--- config.mk ---
export PLATFORM = sky130hd
export DESIGN_NAME = mult_norm_round
export DESIGN_NICKNAME = d
export VERILOG_FILES = /design/src/rtl/mult_norm_round.sv
export SDC_FILE = /design/constraint.sdc
export NUM_CORES = 1
export LEC_CHECK = 0
export CAP_MARGIN = 5
export CORE_ASPECT_RATIO = 0.8
export CORE_MARGIN = 4
export CORE_UTILIZATION = 45
export CTS_CLUSTER_DIAMETER = 60
export DETAILED_ROUTE_END_ITERATION = 16
export PLACE_DENSITY = 0.76
export SYNTH_ARGS = -nofsm -noshare
export SYNTH_HDL_FRONTEND = slang
export SYNTH_SLANG_ARGS = --single-unit
--- constraint.sdc ---
create_clock -name clk -period 2.1 [get_ports clk]
set_input_delay 0.42 -clock clk [delete_from_list [all_inputs] [get_ports clk]]
set_output_delay 0.42 -clock clk [all_outputs]
set_load 0.01 [all_outputs]
--- src/rtl/mult_norm_round.sv ---
// Normalise, round and exponent-adjust the raw mantissa product of the FP16 multiply path.
// Latency 2 cycles (normalise stage, round/classify stage); 1 result/cycle sustained.
// Backpressure: out_ready_i low stalls stage 2, then stage 1, then drops in_ready_o.
// Optional macro MULT_NORM_RMODE_EN adds rm_i (RNE/RTZ/RDN/RUP) with saturating overflow.
module mult_norm_round #(
   parameter int MANT_W = 11,
   parameter int EXP_W  = 5
) (
   input  logic                     clk,
   input  logic                     rst,
   input  logic                     in_valid_i,
   output logic                     in_ready_o,
   input  logic [2*MANT_W-1:0]      prod_i,
   input  logic signed [EXP_W+1:0]  exp_sum_i,
   input  logic                     sign_i,
`ifdef MULT_NORM_RMODE_EN
   input  logic [1:0]               rm_i,
`endif
   output logic                     out_valid_o,
   input  logic                     out_ready_i,
   output logic [MANT_W-1:0]        mant_o,
   output logic [EXP_W-1:0]         exp_o,
   output logic                     sign_o,
   output logic                     ovf_o,
   output logic                     uf_o
);

   localparam int N  = 2 * MANT_W;
   localparam int EW = EXP_W + 2;
   localparam logic signed [EW-1:0] E_ONE  = EW'(1);
   localparam logic signed [EW-1:0] E_ZERO = '0;
   localparam logic signed [EW-1:0] E_MAX  = EW'((1 << EXP_W) - 1);

   // stage 1 state
   logic                 s1_vld_q;
   logic [MANT_W-1:0]    s1_m_q,    s1_m_d;
   logic                 s1_g_q,    s1_g_d;
   logic                 s1_s_q,    s1_s_d;
   logic signed [EW-1:0] s1_e_q,    s1_e_d;
   logic                 s1_zero_q, s1_zero_d;
   logic                 s1_sign_q;
`ifdef MULT_NORM_RMODE_EN
   logic [1:0]           s1_rm_q;
`endif

   // stage 2 (output) state
   logic                 s2_vld_q;
   logic [MANT_W-1:0]    mant_q, mant_d;
   logic [EXP_W-1:0]     exp_q,  exp_d;
   logic                 sign_q;
   logic                 ovf_q,  ovf_d;
   logic                 uf_q,   uf_d;

   logic s1_adv, s2_adv;

   // a stage moves when it is empty or its successor moves
   always_comb begin
      s2_adv     = !s2_vld_q || out_ready_i;
      s1_adv     = !s1_vld_q || s2_adv;
      in_ready_o = s1_adv;
   end

   // normalise: pick the 1x or 2x product window, split off guard and sticky
   always_comb begin
      s1_zero_d = (prod_i == '0);
      if (prod_i[N-1]) begin
         s1_m_d = prod_i[N-1:MANT_W];
         s1_g_d = prod_i[MANT_W-1];
         s1_s_d = |prod_i[MANT_W-2:0];
         s1_e_d = exp_sum_i + E_ONE;
      end else begin
         s1_m_d = prod_i[N-2:MANT_W-1];
         s1_g_d = prod_i[MANT_W-2];
         s1_s_d = |prod_i[MANT_W-3:0];
         s1_e_d = exp_sum_i;
      end
   end

   // stage 1 register: load a new operand whenever the stage is allowed to move
   always_ff @(posedge clk) begin
      if (rst) begin
         s1_vld_q  <= 1'b0;
         s1_m_q    <= '0;
         s1_g_q    <= 1'b0;
         s1_s_q    <= 1'b0;
         s1_e_q    <= '0;
         s1_zero_q <= 1'b0;
         s1_sign_q <= 1'b0;
`ifdef MULT_NORM_RMODE_EN
         s1_rm_q   <= 2'b00;
`endif
      end else if (s1_adv) begin
         s1_vld_q <= in_valid_i;
         if (in_valid_i) begin
            s1_m_q    <= s1_m_d;
            s1_g_q    <= s1_g_d;
            s1_s_q    <= s1_s_d;
            s1_e_q    <= s1_e_d;
            s1_zero_q <= s1_zero_d;
            s1_sign_q <= sign_i;
`ifdef MULT_NORM_RMODE_EN
            s1_rm_q   <= rm_i;
`endif
         end
      end
   end

   logic                 inc;
   logic                 sat;
   logic [MANT_W:0]      sum;
   logic [MANT_W-1:0]    mant_rnd;
   logic signed [EW-1:0] e_rnd;

   // round, renormalise on carry-out, then classify zero > ovf > uf > normal
   always_comb begin
      inc = s1_g_q & (s1_s_q | s1_m_q[0]);
      sat = 1'b0;
`ifdef MULT_NORM_RMODE_EN
      case (s1_rm_q)
         2'b01:   inc = 1'b0;
         2'b10:   inc = (s1_g_q | s1_s_q) & s1_sign_q;
         2'b11:   inc = (s1_g_q | s1_s_q) & !s1_sign_q;
         default: inc = s1_g_q & (s1_s_q | s1_m_q[0]);
      endcase
      // modes that round away from infinity clamp to the largest finite value
      sat = (s1_rm_q == 2'b01) ||
            (s1_rm_q == 2'b10 && !s1_sign_q) ||
            (s1_rm_q == 2'b11 && s1_sign_q);
`endif
      sum = {1'b0, s1_m_q} + {{MANT_W{1'b0}}, inc};
      if (sum[MANT_W]) begin
         mant_rnd = {1'b1, {(MANT_W-1){1'b0}}};
         e_rnd    = s1_e_q + E_ONE;
      end else begin
         mant_rnd = sum[MANT_W-1:0];
         e_rnd    = s1_e_q;
      end

      mant_d = mant_rnd;
      exp_d  = e_rnd[EXP_W-1:0];
      ovf_d  = 1'b0;
      uf_d   = 1'b0;
      if (s1_zero_q) begin
         mant_d = '0;
         exp_d  = '0;
      end else if (e_rnd >= E_MAX) begin
         ovf_d = 1'b1;
         if (sat) begin
            mant_d = '1;
            exp_d  = {{(EXP_W-1){1'b1}}, 1'b0};
         end else begin
            mant_d = '0;
            exp_d  = '1;
         end
      end else if (e_rnd <= E_ZERO) begin
         uf_d   = 1'b1;
         mant_d = '0;
         exp_d  = '0;
      end
   end

   // stage 2 register: outputs hold while the consumer stalls
   always_ff @(posedge clk) begin
      if (rst) begin
         s2_vld_q <= 1'b0;
         mant_q   <= '0;
         exp_q    <= '0;
         sign_q   <= 1'b0;
         ovf_q    <= 1'b0;
         uf_q     <= 1'b0;
      end else if (s2_adv) begin
         s2_vld_q <= s1_vld_q;
         if (s1_vld_q) begin
            mant_q <= mant_d;
            exp_q  <= exp_d;
            sign_q <= s1_sign_q;
            ovf_q  <= ovf_d;
            uf_q   <= uf_d;
         end
      end
   end

   assign out_valid_o = s2_vld_q;
   assign mant_o      = mant_q;
   assign exp_o       = exp_q;
   assign sign_o      = sign_q;
   assign ovf_o       = ovf_q;
   assign uf_o        = uf_q;

endmodule

Word level (Yosys, flattened, before mapping)

Cells that the tools add are included.

Memories: 0
Output and inout bits: 21
Bits in read-only memories: 0
Word-level logic and storage cells: 46
Register bits after elaboration: 43
Bits in writable memories: 0
Bits in latches: 0

Divide/modulo/power cells: 0
Add/subtract/negate cells: 3
Reduce and logical (&&, ||, !) cells: 9
Shift-type cells: 0
Mux-type cells: 17
Magnitude comparators: 2
Bitwise operators: 2
$mul: 0
Equality and inequality tests: 0

Operators with widths:

| cell                | number |
|---|---|
| $mux 11             | 5 |
| $logic_not 22->1    | 1 |
| $mux 5              | 3 |
| $add 7x2->7 const B | 2 |
| $mux 7              | 2 |
| $add 11x1->12       | 1 |
| $reduce_or 10->1    | 1 |
| $reduce_or 9->1     | 1 |
| $ge 7x6->1 const B  | 1 |
| $le 7x1->1 const B  | 1 |
| $mux 1              | 7 |
| $reduce_and 2->1    | 2 |
| $logic_not 1->1     | 2 |
| $logic_or 1x1->1    | 2 |
| $and 1x1->1         | 1 |
| $or 1x1->1          | 1 |

Longest topological paths before layout

Depth after elaboration: 8
Mapped depth: 9
Depth with buffers taken out: 8

Worst setup path after synthesis

No wires, ideal clock.

Path type: flip-flop to flip-flop
Start point: register s1_m_q[0]
End point: register exp_q[0], in the netlist exp_o[0]
Data required time: 1.983 ns
Slack: -0.126 ns
Data arrival time: 2.109 ns
Path buffers: 1
Library setup time: 0.117 ns
Cell stages (with the launch flop): 9
Period minus slack after synthesis: 2.226 ns
Cell sequence: dfxtp_1 -> o21a_1 -> ha_1 -> nand3_4 -> or3_4 -> or3_4 -> and3_4 -> buf_6 -> a22o_1

Word-level cells in the longest chain between the ends: 8

Ends and longest elaborated chain:

| element                  | line | source |
|---|---|---|
| start: declaration       | 36   | `logic [MANT_W-1:0] s1_m_q, s1_m_d;` |
| start signal: assignment | 95   | `s1_m_q <= s1_m_d;` |
| $or 1x1->1               | 116  | `inc = s1_g_q & (s1_s_q \| s1_m_q[0]);` |
| $and 1x1->1              | 116  |  |
| $add 11x1->12 (*)        | 130  | `sum = {1'b0, s1_m_q} + {{MANT_W{1'b0}}, inc};` |
| $mux 7 (*)               | 131  | `if (sum[MANT_W]) begin` |
| $le 7x1->1               | 155  | `end else if (e_rnd <= E_ZERO) begin` |
| $mux 5                   | 155  |  |
| $mux 5 (*)               | 146  | `end else if (e_rnd >= E_MAX) begin` |
| $mux 5 (*)               | 143  | `if (s1_zero_q) begin` |
| end signal: assignment   | 175  | `exp_q <= exp_d;` |
| end: declaration         | 49   | `logic [EXP_W-1:0] exp_q, exp_d;` |

Mark *: on every way between the ends. The rest lies on a longest branch, timed or not.
A chain may end at the register's enable or synchronous reset.

Worst setup path in the final report

Start point: register s1_s_q
End point: register mant_q[6], in the netlist mant_o[6]

Word-level cells in the longest chain between the ends: 8

Ends and longest elaborated chain:

| element                  | line | source |
|---|---|---|
| start: declaration       | 38   | `logic s1_s_q, s1_s_d;` |
| start signal: assignment | 97   | `s1_s_q <= s1_s_d;` |
| $or 1x1->1 (*)           | 116  |  |
| $and 1x1->1 (*)          | 116  |  |
| $add 11x1->12 (*)        | 130  |  |
| $mux 7                   | 131  |  |
| $le 7x1->1               | 155  |  |
| $mux 11                  | 155  |  |
| $mux 11 (*)              | 146  |  |
| $mux 11 (*)              | 143  |  |
| end signal: assignment   | 174  | `mant_q <= mant_d;` |
| end: declaration         | 48   | `logic [MANT_W-1:0] mant_q, mant_d;` |

Marks and branches as above.

==> results.sh <==
export IMPL_max_freq_mhz=469.1
export IMPL_synthArstFlopShare_pct=0
export IMPL_cp_max_fo=7
export IMPL_yosysUniqueCellTypes=47
export IMPL_report_final_slew_viol_count=0
export IMPL_cts_sinks=43
export IMPL_routabilityCongestion=0.8793
export IMPL_power_leakage_nw=1.306
export IMPL_cts_buffers_inserted=5
export IMPL_rsz0062_at_grt="true"
export IMPL_drcViolationCount=0
export IMPL_h_tree_depth=2
export IMPL_portBuffers=54
export IMPL_period_minus_slack_ns=2.132
export IMPL_die_area_sq_um=6393
export IMPL_path_class="flip-flop to flip-flop"
export IMPL_violations="negative setup slack"
export IMPL_fp_row_count=23
export IMPL_cts_root_buf="clkbuf_8"
export IMPL_seqCellArea_sq_um=864.6
export IMPL_dp_cells=402
export IMPL_hold_depth=2
export IMPL_synth_ff_type="dfxtp_1"
export IMPL_cp_start_kind="flip-flop"
export IMPL_syn_area_per_cell_sq_um=8.684
export IMPL_start_util_pct=46.48
export IMPL_ant_nets=0
export IMPL_wirelength_mm=5.864
export IMPL_finalSetupViolations=7
export IMPL_power_w=0.001878
export IMPL_layout_setup_ws_ns=-0.03159
export IMPL_drtPass1Iterations=4
export IMPL_critPathCaptureType="flip-flop"
export IMPL_ys_seq_area_share_pct=36.99
export IMPL_hold_path_class="flip-flop to flip-flop"
export IMPL_reg2reg_slack_ns=-0.03
export IMPL_post_drt_wl_per_cell_microns=14.06
export IMPL_hp_start="mant_o[6]"
export IMPL_power_density_nw_per_um2=554.9
export IMPL_fin_crit_sh_pct=101.5
export IMPL_antennaDiodeCount=0
export IMPL_fill_cells=406
export IMPL_synth_seq_cells=43
export IMPL_cts_hold_buffers=0
export IMPL_yosys_top_cells_area="dfxtp_1 37%, nor2_1 6.9%, a211oi_1 6.5%, mux2i_1 6.5%, xor2_1 3.8%"
export IMPL_ctsLongestPathBuffers=2
export IMPL_grt_max_degree=32
export IMPL_fin_skew_ns=0.006824
export IMPL_hold_violations=0
export IMPL_syn_nets=306
export IMPL_finalNonFillerCells=417
export IMPL_hpwlAfterDp_mm=4.546
export IMPL_die_w_microns=88.40
export IMPL_layout_nets=392
export IMPL_status="finished with violations"
export IMPL_grt_pass1_wl_mm=9.459
export IMPL_io_pins=55
export IMPL_cts_reportedPaths_clkPinSlew_ns=0.08
export IMPL_synth_enable_flop_cells=0
export IMPL_reg2reg_to="mant_o[6]"
export IMPL_die_h_microns=72.32
export IMPL_ys_warn_count=0
export IMPL_peakVddDrop_mv=0.3055
export IMPL_design_area_sq_um=3385
export IMPL_placed_cell_area_sq_um=3163
export IMPL_arrival_ns=2.32
export IMPL_vias=2251
export IMPL_syn_area_sq_um=2327
export IMPL_utilization_pct=67.59
export IMPL_cap_violations=0
export IMPL_area_delta_synth_final_pct=45.43
export IMPL_synth_cells=268
export IMPL_yosysTopAreaCellShare_pct=36.99
export IMPL_maxSlewHeadroom_pct=75.97
export IMPL_grt_pass1_vias=2067
export IMPL_tritoncts="built"
export IMPL_coreArea_sq_um=5007
export IMPL_reg2reg_depth=9
export IMPL_synth_area_leader_cell="dfxtp_1"
export IMPL_hold_end="mant_o[6]"
export IMPL_routed_via_density=5.398
export IMPL_crit_required_ns=2.29
export IMPL_timing_rr_start="s1_s_q"
export IMPL_grtUsageTotal_pct=18.58
export IMPL_worstMarginPinSlew_ns=0.3578
export IMPL_drive_gt1_share_pct=20.85
export IMPL_overflow=0
export IMPL_drt_iter0_drc=138
export IMPL_clock_latency_ns=0.30
export IMPL_antenna_found_initial=0
export IMPL_multi_input_area_sq_um=1481
-- worst max-delay path, stage by stage (launching register included) --
cell and delay [ns]:
dfxtp_2 0.33, o21a_1 0.16, ha_4 0.16, nand3_4 0.14
or3_4 0.37, or3_4 0.35, and3_4 0.23, buf_6 0.12
o211ai_1 0.07, o21ai_1 0.09
-- sequential cells by signal, summed over array words and instances (netlist names) --
name and count:
s1_zero_q 1, mant_o 11, out_valid_o 1, uf_o 1, exp_o 5, s1_vld_q 1
s1_e_q 7, s1_g_q 1, ovf_o 1, s1_m_q 11, s1_s_q 1, s1_sign_q 1
sign_o 1
-- routing by layer --
metal  track usage (%)  routed length (microns)  part of all wire (%)  up-vias
li1                  -                        -                     -     1152
met1             25.87                     2825                    48     1006
met2             28.80                     2513                    43       76
met3             4.200                      374                   6.4       17
met4             5.369                      151                   2.6        0
met5                 0                        0                     0        -
-- report_power, final --
part | internal (W) | total [W] | switching, W
clock | 0.000268 | 0.000562 | 0.000294
sequential | 0.000861 | 0.000901 | 0.0000400
combinational | 0.000219 | 0.000415 | 0.000195
-- cells in the mapped netlist, types with 2 or more instances --
cell type / instances
xor2_1: 10
dfxtp_1: 43
nor2_1: 43
nor4_1: 6
o211ai_1: 5
nand2b_1: 3
a22o_1: 3
o2111ai_1: 2
nand2_1: 23
nor2b_1: 3
buf_1: 2
and3_1: 3
a22oi_1: 3
nand4_1: 6
mux2i_1: 15
nand4_4: 2
o21ai_1: 8
or3_4: 2
a21oi_1: 3
a211oi_1: 20
ha_1: 4
o21ai_0: 2
or4_1: 2
clkbuf_1: 10
xnor2_1: 9
o31ai_1: 3
nand3_1: 10
nor3_1: 4
-- cells in the final DEF, fill, tap and decap left out, types with 7 or more instances in the layout --
cell / count
dfxtp_1: 40
a211oi_1: 20
xnor2_1: 7
clkdlybuf4s50_1: 54
xor2_1: 10
o21ai_1: 7
buf_4: 34
nand3_1: 11
nand2_1: 23
mux2i_1: 15
nor2_1: 43
-- metrics by stage --
step                hold WS, ns  TNS, ns  setup slack (ns)
global route             0.4723   -1.692           -0.1476
floorplan                0.4596        0          0.001719
global placement         0.4353        0          0.009484
detailed placement       0.4428  -0.1847          -0.07211
finish                   0.4498  -0.1475          -0.03159
CTS                      0.4534  -0.5640          -0.06721
-- layout make-up --
| class | count | share of cell area [%] |
|---|---|---|
| well taps | 62 | 2.292 |
| flip-flops and latches | 43 | 25.55 |
| inverters | 1 | 0.1109 |
| clock inverters | 2 | 0.4806 |
| repair buffers | 92 | 25.36 |
| clock buffers | 6 | 2.440 |
| multi-input cells | 211 | 43.77 |
-- worst max-delay path by stage --
stage / slack [ns] / start / endpoint / depth (start not counted)
after floorplan: 0.002 / s1_m_q[0] / exp_o[0] / 8
after global placement: 0.009 / s1_s_q / mant_o[3] / 9
after detailed placement: -0.07 / s1_s_q / mant_o[3] / 9
after CTS: -0.07 / s1_m_q[0] / mant_o[9] / 9
after global routing: -0.15 / s1_m_q[0] / mant_o[6] / 10
final: -0.03 / s1_s_q / mant_o[6] / 9
-- kinds of logic (layout without fill, tap and decap cells) --
kind of cell / Yosys count / after routing / synth area share [%]
mux: 16 / 16 / 6.935
xor+xnor: 19 / 19 / 7.151
flops: 43 / 43 / 36.99
compound gates: 53 / 53 / 16.77
fa+ha+maj: 4 / 4 / 2.151
buf+inv: 15 / 101 / 2.796
simple gates: 118 / 119 / 27.21
-- what timing repair did --
action	4_1_cts	5_1_grt
pin swaps	11	10
gates cloned	0	1
resized for setup	5	9
setup buffers	4	2
endpoints found under the setup margin	12	19
Note: power is estimated with default switching activity, not from simulation.
